--- src/rtl/axi_light_slave_regs.sv ---
// rtl/axi_light_slave_regs.sv - AXI Light slave terminating a link in a bank of byte-strobed registers
module axi_light_slave_regs #(
    parameter int                        AXI_DATA_WIDTH  = 32,
    parameter int                        AXI_ADDR_WIDTH  = 32,
    parameter int                        AXI_WSTRB_WIDTH = 4,
    parameter int                        NUM_REGS        = 16,
    parameter logic [AXI_ADDR_WIDTH-1:0] BASE_ADDR       = '0
) (
    input  logic                       clk,
    input  logic                       reset,
    input  logic                       awvalid,
    output logic                       awready,
    input  logic [AXI_ADDR_WIDTH-1:0]  awaddr,
    input  logic [2:0]                 awprot,
    input  logic                       wvalid,
    output logic                       wready,
    input  logic [AXI_DATA_WIDTH-1:0]  wdata,
    input  logic [AXI_WSTRB_WIDTH-1:0] wstrb,
    output logic                       bvalid,
    input  logic                       bready,
    output logic [1:0]                 bresp,
    input  logic                       arvalid,
    output logic                       arready,
    input  logic [AXI_ADDR_WIDTH-1:0]  araddr,
    input  logic [2:0]                 arprot,
    output logic                       rvalid,
    input  logic                       rready,
    output logic [AXI_DATA_WIDTH-1:0]  rdata,
    output logic [1:0]                 rresp
);
    localparam int LSB  = $clog2(AXI_WSTRB_WIDTH);
    localparam int IDXW = $clog2(NUM_REGS);
    localparam logic [1:0] RESP_OKAY   = 2'b00;
    localparam logic [1:0] RESP_SLVERR = 2'b10;

    typedef enum logic {W_IDLE, W_RESP} w_state_t;
    typedef enum logic {R_IDLE, R_RESP} r_state_t;

    function automatic logic addr_ok(input logic [AXI_ADDR_WIDTH-1:0] a);
        logic [AXI_ADDR_WIDTH-1:0] offset;
        offset = a - BASE_ADDR;
        return (a >= BASE_ADDR) && ((offset >> (LSB + IDXW)) == '0);
    endfunction

    function automatic logic [IDXW-1:0] addr_idx(input logic [AXI_ADDR_WIDTH-1:0] a);
        logic [AXI_ADDR_WIDTH-1:0] offset;
        offset = a - BASE_ADDR;
        return IDXW'(offset >> LSB);
    endfunction

    logic unused_prot;
    assign unused_prot = ^{awprot, arprot};

    logic [AXI_DATA_WIDTH-1:0] regs [NUM_REGS];

    w_state_t                   w_state, w_state_nxt;
    logic                       aw_flag, w_flag, aw_flag_nxt, w_flag_nxt;
    logic                       awready_nxt, wready_nxt, bvalid_nxt;
    logic [AXI_ADDR_WIDTH-1:0]  aw_addr_q;
    logic [AXI_DATA_WIDTH-1:0]  w_data_q;
    logic [AXI_WSTRB_WIDTH-1:0] w_strb_q;
    logic                       aw_hs, w_hs, commit;
    logic [AXI_ADDR_WIDTH-1:0]  wr_addr;
    logic [AXI_DATA_WIDTH-1:0]  wr_data;
    logic [AXI_WSTRB_WIDTH-1:0] wr_strb;

    assign aw_hs   = awvalid & awready;
    assign w_hs    = wvalid & wready;
    // A channel captured this cycle bypasses its holding register so commit needs no extra cycle.
    assign wr_addr = aw_flag ? aw_addr_q : awaddr;
    assign wr_data = w_flag ? w_data_q : wdata;
    assign wr_strb = w_flag ? w_strb_q : wstrb;
    assign commit  = (w_state == W_IDLE) & (aw_flag | aw_hs) & (w_flag | w_hs);

    always_comb begin
        w_state_nxt = w_state;
        case (w_state)
            W_IDLE: if (commit) w_state_nxt = W_RESP;
            W_RESP: if (bready) w_state_nxt = W_IDLE;
            default: w_state_nxt = W_IDLE;
        endcase
    end

    always_comb begin
        aw_flag_nxt = (aw_flag | aw_hs) & ~commit;
        w_flag_nxt  = (w_flag | w_hs) & ~commit;
        awready_nxt = (w_state_nxt == W_IDLE) & ~aw_flag_nxt;
        wready_nxt  = (w_state_nxt == W_IDLE) & ~w_flag_nxt;
        bvalid_nxt  = (w_state_nxt == W_RESP);
    end

    always_ff @(posedge clk) begin
        if (reset) begin
            w_state   <= W_IDLE;
            aw_flag   <= 1'b0;
            w_flag    <= 1'b0;
            awready   <= 1'b0;
            wready    <= 1'b0;
            bvalid    <= 1'b0;
            bresp     <= RESP_OKAY;
            aw_addr_q <= '0;
            w_data_q  <= '0;
            w_strb_q  <= '0;
            for (int i = 0; i < NUM_REGS; i++) regs[i] <= '0;
        end else begin
            w_state <= w_state_nxt;
            aw_flag <= aw_flag_nxt;
            w_flag  <= w_flag_nxt;
            awready <= awready_nxt;
            wready  <= wready_nxt;
            bvalid  <= bvalid_nxt;
            if (aw_hs) aw_addr_q <= awaddr;
            if (w_hs) begin
                w_data_q <= wdata;
                w_strb_q <= wstrb;
            end
            if (commit) begin
                bresp <= addr_ok(wr_addr) ? RESP_OKAY : RESP_SLVERR;
                if (addr_ok(wr_addr)) begin
                    for (int i = 0; i < AXI_WSTRB_WIDTH; i++) begin
                        if (wr_strb[i]) regs[addr_idx(wr_addr)][8*i +: 8] <= wr_data[8*i +: 8];
                    end
                end
            end
        end
    end

    r_state_t r_state, r_state_nxt;
    logic     arready_nxt, rvalid_nxt, ar_hs;

    assign ar_hs = arvalid & arready;

    always_comb begin
        r_state_nxt = r_state;
        case (r_state)
            R_IDLE: if (ar_hs) r_state_nxt = R_RESP;
            R_RESP: if (rready) r_state_nxt = R_IDLE;
            default: r_state_nxt = R_IDLE;
        endcase
    end

    always_comb begin
        arready_nxt = (r_state_nxt == R_IDLE);
        rvalid_nxt  = (r_state_nxt == R_RESP);
    end

    // Sampling regs here sees the pre-write value when a write commits on the same edge.
    always_ff @(posedge clk) begin
        if (reset) begin
            r_state <= R_IDLE;
            arready <= 1'b0;
            rvalid  <= 1'b0;
            rdata   <= '0;
            rresp   <= RESP_OKAY;
        end else begin
            r_state <= r_state_nxt;
            arready <= arready_nxt;
            rvalid  <= rvalid_nxt;
            if (ar_hs) begin
                rdata <= addr_ok(araddr) ? regs[addr_idx(araddr)] : '0;
                rresp <= addr_ok(araddr) ? RESP_OKAY : RESP_SLVERR;
            end
        end
    end
endmodule

--- config.mk ---
export PLATFORM = sky130hd
export DESIGN_NAME = axi_light_slave_regs
export DESIGN_NICKNAME = d
export VERILOG_FILES = /design/src/rtl/axi_light_slave_regs.sv
export SDC_FILE = /design/constraint.sdc
export NUM_CORES = 1
export LEC_CHECK = 0
export CAP_MARGIN = 10
export CORE_MARGIN = 1
export CORE_UTILIZATION = 35
export DETAILED_ROUTE_END_ITERATION = 7
export PLACE_DENSITY = 0.51
export SYNTH_ARGS = -nofsm -noshare
export SYNTH_HDL_FRONTEND = slang
export SYNTH_SLANG_ARGS = --single-unit
--- constraint.sdc ---
create_clock -name clk -period 3 [get_ports clk]
set_input_delay 0.45 -clock clk [delete_from_list [all_inputs] [get_ports clk]]
set_output_delay 0.45 -clock clk [all_outputs]
set_load 0.1 [all_outputs]
==> impl_results.md, run 1 <==
* Critical Path AT at 2950 ps
* Most frequent cell after synthesis: edfxtp_1
* Post-DP HPWL at ~55000 um
* Max FO, Critical Path at 49
* Asr flop ratio synth at 0%
* Later-pin clock latency in the skew report at 610 ps
* Inst Count DP at 3282
* Hold depth at 2
* # fillers at 7384
* Initial core utilization at 35.63%
* CP Class: reg -> reg
* Vias in the first global route at ~20000
* Startpoint Class: register
* Peak supply drop at 318.9 uV
* Inserted Clock Buffers at 68
* Pre-antenna DRT Iters at 5
* Total track usage at 20.47%
* Initial antenna violation count at 1
* Vias per cell at 5.938
* Final setup fails at 0
* WL per Instance at about 26 um
* Remaining DRCs at 0
* CP endpoint kind: register
* 1st-iter DRT viols at 1626
* CTS tree: yes
* First-pass GRT wire length at ~130000 um
* Layout area overhead at 20.10%
* Final hold violation count at 0
* Io pins at 154
* Num rows at 105
* Mapped Cells at approximately 2100
* Largest net degree at the start of global routing at 93
* Register area at 17520 sq um
* EDFF count, synth at 512
* Die H at around 300 um
* Synth area leaders: edfxtp_1 (52%), mux4_2 (9.8%), nor4_1 (9.6%), dfxtp_1 (7.3%), nor4_2 (6.0%)
* Pins Over Slew Limit at 0
* Most instantiated cells after synthesis: edfxtp_1 (512), nor4_1 (451), clkbuf_1 (200)
* Layout Nets at 2395
* CP required at 3330 ps
* Port-buffer cells at 141
* Netlist Area Pre-Place at 29440 sq um
* Die area at 85280 sq um
* Ratio of cells with drive above 1 in the final layout at a little over 30%
* Root Driver: clkbuf_16
* Cell variety after synth at 37
* P_leak at about 11 nW
* Area share of the largest cell type after synthesis at 52.22%
* RSZ-0062 raised after global routing: false
* Skew final at 18.23 ps
* FMAX at approximately 380 MHz
* Worst-path clk slew at 60 ps
* Post-route ant nets at 0
* Gates resized, CTS repair at 0
* Non-filler instance count after layout at ~3400
* Sequential area share after synthesis at 59.50%
* Syn. warnings at 0
* Fin crit period at roughly 2600 ps
* Top FF cell, synth: edfxtp_1
* Die width at 292.0 um
* Clock buffer depth at 3
* Worst-case reg-to-reg path depth at 6
* Max-cap viol count at 0
* Power Dens Cells at 567.2 nW/um^2
* Post-Route WL at between 80000 and 90000 um
* Status: completed
* Worst rel slew slack at 37.72%
* Core area at 82640 sq um
* FF+latch count, synth at between 600 and 700
* Overall Power at approximately 20 mW
* Hold Crit Class: in -> reg
* DR vias at 20210
* Multi-input logic area at ~11000 sq um
* H-tree Lvls at 3
* Clk sink count at 619
* RD Place Congestion at 0.7748
* Total Neg Setup Slack at 0 ps
* Final period util at between 80% and 90%
* GRT overflow at 0
* Worst-margin pin slew at 932.0 ps
* CTS Hold Bufs at 0
* Setup Buffers After CTS at 0
* Avg Cell Area, Syn at approximately 14 sq um
* Largest area contributor in the netlist: edfxtp_1
* N_diodes at 0
per-layer routing:
layer	track usage (%)	up-vias	share of wire, %
met2	32.62	734	47
met5	0	-	0.012
li1	-	9048	-
met3	3.615	87	7.3
met4	4.685	2	1.6
met1	28.99	10340	44
critical path, cell delays in order (launching register included):
cell and delay [ps]:
dfxtp_1 360, nor4b_1 160, and3_1 150, buf_4 170, o211ai_4 720, buf_4 610, nor4_1 120
path summary, 6_finish.rpt:
kind	startpoint	to	slack [ps]
hold reg to reg	w_strb_q[2]$_SDFFE_PP0P_	w_strb_q[2]$_SDFFE_PP0P_	450
setup reg to reg	aw_flag$_SDFF_PP0_	regs[11][13]$_SDFFCE_PN0P_	370
setup / recovery	aw_flag$_SDFF_PP0_	regs[11][13]$_SDFFCE_PN0P_	370
hold / removal	reset	aw_addr_q[2]$_SDFFE_PP0P_	210
sequential cells by signal, summed over array words and instances, names as in the netlist, 4 cells and up:
signal	flops
regs	512
rdata	32
w_data_q	32
aw_addr_q	30
w_strb_q	4
area by class of cell:
cell class	instances	share of cell area, %
sequential	619	49.55
multi-input combinational	1200	30.50
timing repair buffer	392	9.951
clock buffer	100	5.768
tap	1070	3.787
clock inverter	22	0.4282
inverter	1	0.01062
report_power, final:
group / total [mW] / switching (mW) / internal (mW) / leakage, nW
clock: 8.28 / 3.41 / 4.87 / 1.08
combinational: 2.11 / 1.35 / 0.761 / 4.16
sequential: 9.66 / 0.100 / 9.56 / 6.16
through the flow:
| step | util, % | setup WS, ps | hold WS [ps] | area (sq um) |
|---|---|---|---|---|
| 2_1_floorplan | - | -75.93 | 432.9 | 29500 |
| 3_3_place_gp | 40.13 | 59.10 | 438.8 | 33170 |
| 3_5_place_dp | 40.13 | 2.915 | 446.8 | 33170 |
| 4_1_cts | 42.79 | 417.2 | 180.3 | 35360 |
| 5_1_grt | 42.79 | 260.8 | 212.1 | 35360 |
| 6_report | 42.79 | 372.6 | 213.9 | 35360 |
kinds of logic after synthesis:
logic type / Yosys count / share of synthesized area [%]
AO/OA/AOI/OAI: 182 / 4.322
buffers and inverters: 301 / 4.509
flip-flops: 619 / 59.50
multiplexers: 231 / 13.32
other: 1 / 0.01274
AND/OR/NAND/NOR: 785 / 18.34
layout by cell type (no fill, tap or decap), types with 17 or more instances in the layout:
cell,count
dfxtp_1,104
buf_4,265
clkbuf_1,17
clkdlybuf4s50_1,98
edfxtp_1,512
a211o_1,31
nor4_1,451
nor4_2,140
nand2_1,146
mux2i_2,22
buf_12,26
mux4_2,128
a21oi_1,69
mux2i_1,76
clkbuf_16,74
o31ai_1,54
Note: power is estimated with default switching activity, not from simulation.
==> inputs of run 2 (changes only) <==
- RECOVER_POWER: unset -> 100
==> run 2 against run 1 <==
Effect of this change:
- the flow now finishes with violations (capacitance limit, slew limit)
- global-route usage unchanged
- first-iteration DRC count shrank 5.2%
- worst setup slack got worse by 160 ps
- non-clock buffer count stayed put
- clock-buffer cell count is the same
- core utilization decreased by 1.5 points
- via count barely moved
- final area decreased by 3.5%
- total power is 0.49% lower
==> impl_results.md, run 2 (synthesized netlist as in run 1, its figures left out) <==
* Status: finished with violations
* Failing checks: capacitance limit, slew limit
* First-pass GRT wire length at 130800 um
* N_diodes at 0
* Vias in the first global route at 20180
* Max-cap viol count at 1
* Final WS setup at 216.0 ps
* R2r endpoint: regs[9][20]$_SDFFCE_PN0P_
* Worst path bufs/invs at 2
* Total track usage at between 20% and 30%
* FMAX at approximately 360 MHz
* Setup Buffers After CTS at 0
* Layout area overhead at 15.86%
* Post-DP HPWL at ~55000 um
* Clk sink count at 619
* Ratio of cells with drive above 1 in the final layout at 22.11%
* Final hold violation count at 0
* Root Driver: clkbuf_16
* Stages on worst setup path at 6
* RSZ-0062 raised after global routing: false
* Later-pin clock latency in the skew report at around 600 ps
* Biggest regs: regs (512), rdata (32), w_data_q (32)
* RD Place Congestion at 0.7748
* Inst Count DP at 3282
* Final setup fails at 0
* Post-route ant nets at 0
* GRT overflow at 0
* Worst setup path start: aw_addr_q[9]$_SDFFE_PP0P_
* CTS Hold Bufs at 0
* Pre-antenna DRT Iters at 5
* Clock buffer depth at 3
* Pre-CTS WS at 2.915 ps
* Port-buffer cells at 141
* Die area at 85280 sq um
* WL per Instance at 25.92 um
* Io pins at 154
* Worst-path clk slew at 60 ps
* Inserted Clock Buffers at 68
* Crit path cell chain: nor4_1, nand4_1, mux2_1, buf_12, o31ai_1, clkbuf_2
* Largest delay share family, worst path: buffers and inverters
* Vias per cell at slightly below 6
* Fin crit period at 2784 ps
* Max reg flops at 512
* Die H at roughly 290 um
* Initial core utilization at between 30 and 40%
* Commonest non-fill, non-tap cell in the layout: nor4_1
* P_leak at around 11 nW
* Layout Nets at roughly 2400
* Peak supply drop at 317.2 uV
* Initial antenna violation count at 1
* Post-Route WL at 88250 um
* Startpoint Class: register
* Gates resized, CTS repair at 0
* Skew final at ~18 ps
* Worst r2r src: aw_addr_q[9]$_SDFFE_PP0P_
* Setup crit end: regs[9][20]$_SDFFCE_PN0P_
* Final core occ at 41.27%
* CP endpoint kind: register
* Non-filler instance count after layout at around 3400
* CP Class: reg -> reg
* Num rows at around 110
* Critical Path AT at between 3000 and 4000 ps
* Reg2reg setup slack at about 220 ps
* Worst-margin pin slew at 1613 ps
* 1st-iter DRT viols at about 1500
* Core area at 82640 sq um
* CP max stage delay at 620 ps
* CP required at roughly 3300 ps
* Worst rel slew slack at -7.526%
* Final period util at 92.80%
* H-tree Lvls at 3
* Hold Crit Class: in -> reg
* Largest Register: regs
* Max FO, Critical Path at 37
* Power Dens Cells at 585.1 nW/um^2
* CTS tree: yes
* Die width at between 200 and 300 um
* Worst-case reg-to-reg path depth at 6
* DR vias at a little over 20000
* Hold WS at 368.5 ps
* Remaining DRCs at 0
* Leading cell types in the layout, fill and taps excluded: nor4_1 (575), edfxtp_1 (512), buf_4 (151)
* Largest net degree at the start of global routing at 93
* Pins Over Slew Limit at 68
* Highest-delay cell along the critical path: mux2_1
-- run 2: metal layers --
metal,vias up,routed length [um],track usage (%)
met5,-,11,0
met4,2,1411,4.685
met3,89,6229,3.615
met2,729,41400,32.62
met1,10320,39190,28.99
li1,9066,-,-
-- run 2: final cells by class --
cell class	count	area (sq um)
Multi-Input combinational cell	1200	9926
Fill cell	7618	48530
Inverter	1	3.754
Sequential cell	619	17520
Tap cell	1070	1339
Timing Repair Buffer	392	3132
Clock buffer	100	2039
Clock inverter	22	151.4
-- run 2: worst min path at each step --
stage | from | end | slack [ps] | cells after the start
5_1_grt | reset | w_data_q[21]$_SDFFE_PP0P_ | 390 | 2
6_report | reset | aw_addr_q[2]$_SDFFE_PP0P_ | 370 | 2
4_1_cts | reset | aw_addr_q[3]$_SDFFE_PP0P_ | 180 | 2
3_3_place_gp | w_strb_q[2]$_SDFFE_PP0P_ | w_strb_q[2]$_SDFFE_PP0P_ | 440 | 2
2_1_floorplan | w_strb_q[0]$_SDFFE_PP0P_ | w_strb_q[0]$_SDFFE_PP0P_ | 430 | 2
3_5_place_dp | aw_addr_q[19]$_SDFFE_PP0P_ | aw_addr_q[19]$_SDFFE_PP0P_ | 450 | 2
-- run 2: per-stage QoR --
stage               power (mW)  TNS [ps]  cell area (sq um)
floorplan                11.01    -25000              29500
global placement         11.91         0              33170
detailed placement       11.96         0              33170
CTS                      20.26         0              35360
global route             20.60         0              34110
finish                   19.96         0              34110
-- run 2: where the power goes --
group          switching [mW]  internal, mW  total, mW
Sequential              0.100          9.56       9.66
Combinational            1.30         0.716       2.01
Clock                    3.41          4.87       8.29
Total                    4.81          15.1       20.0
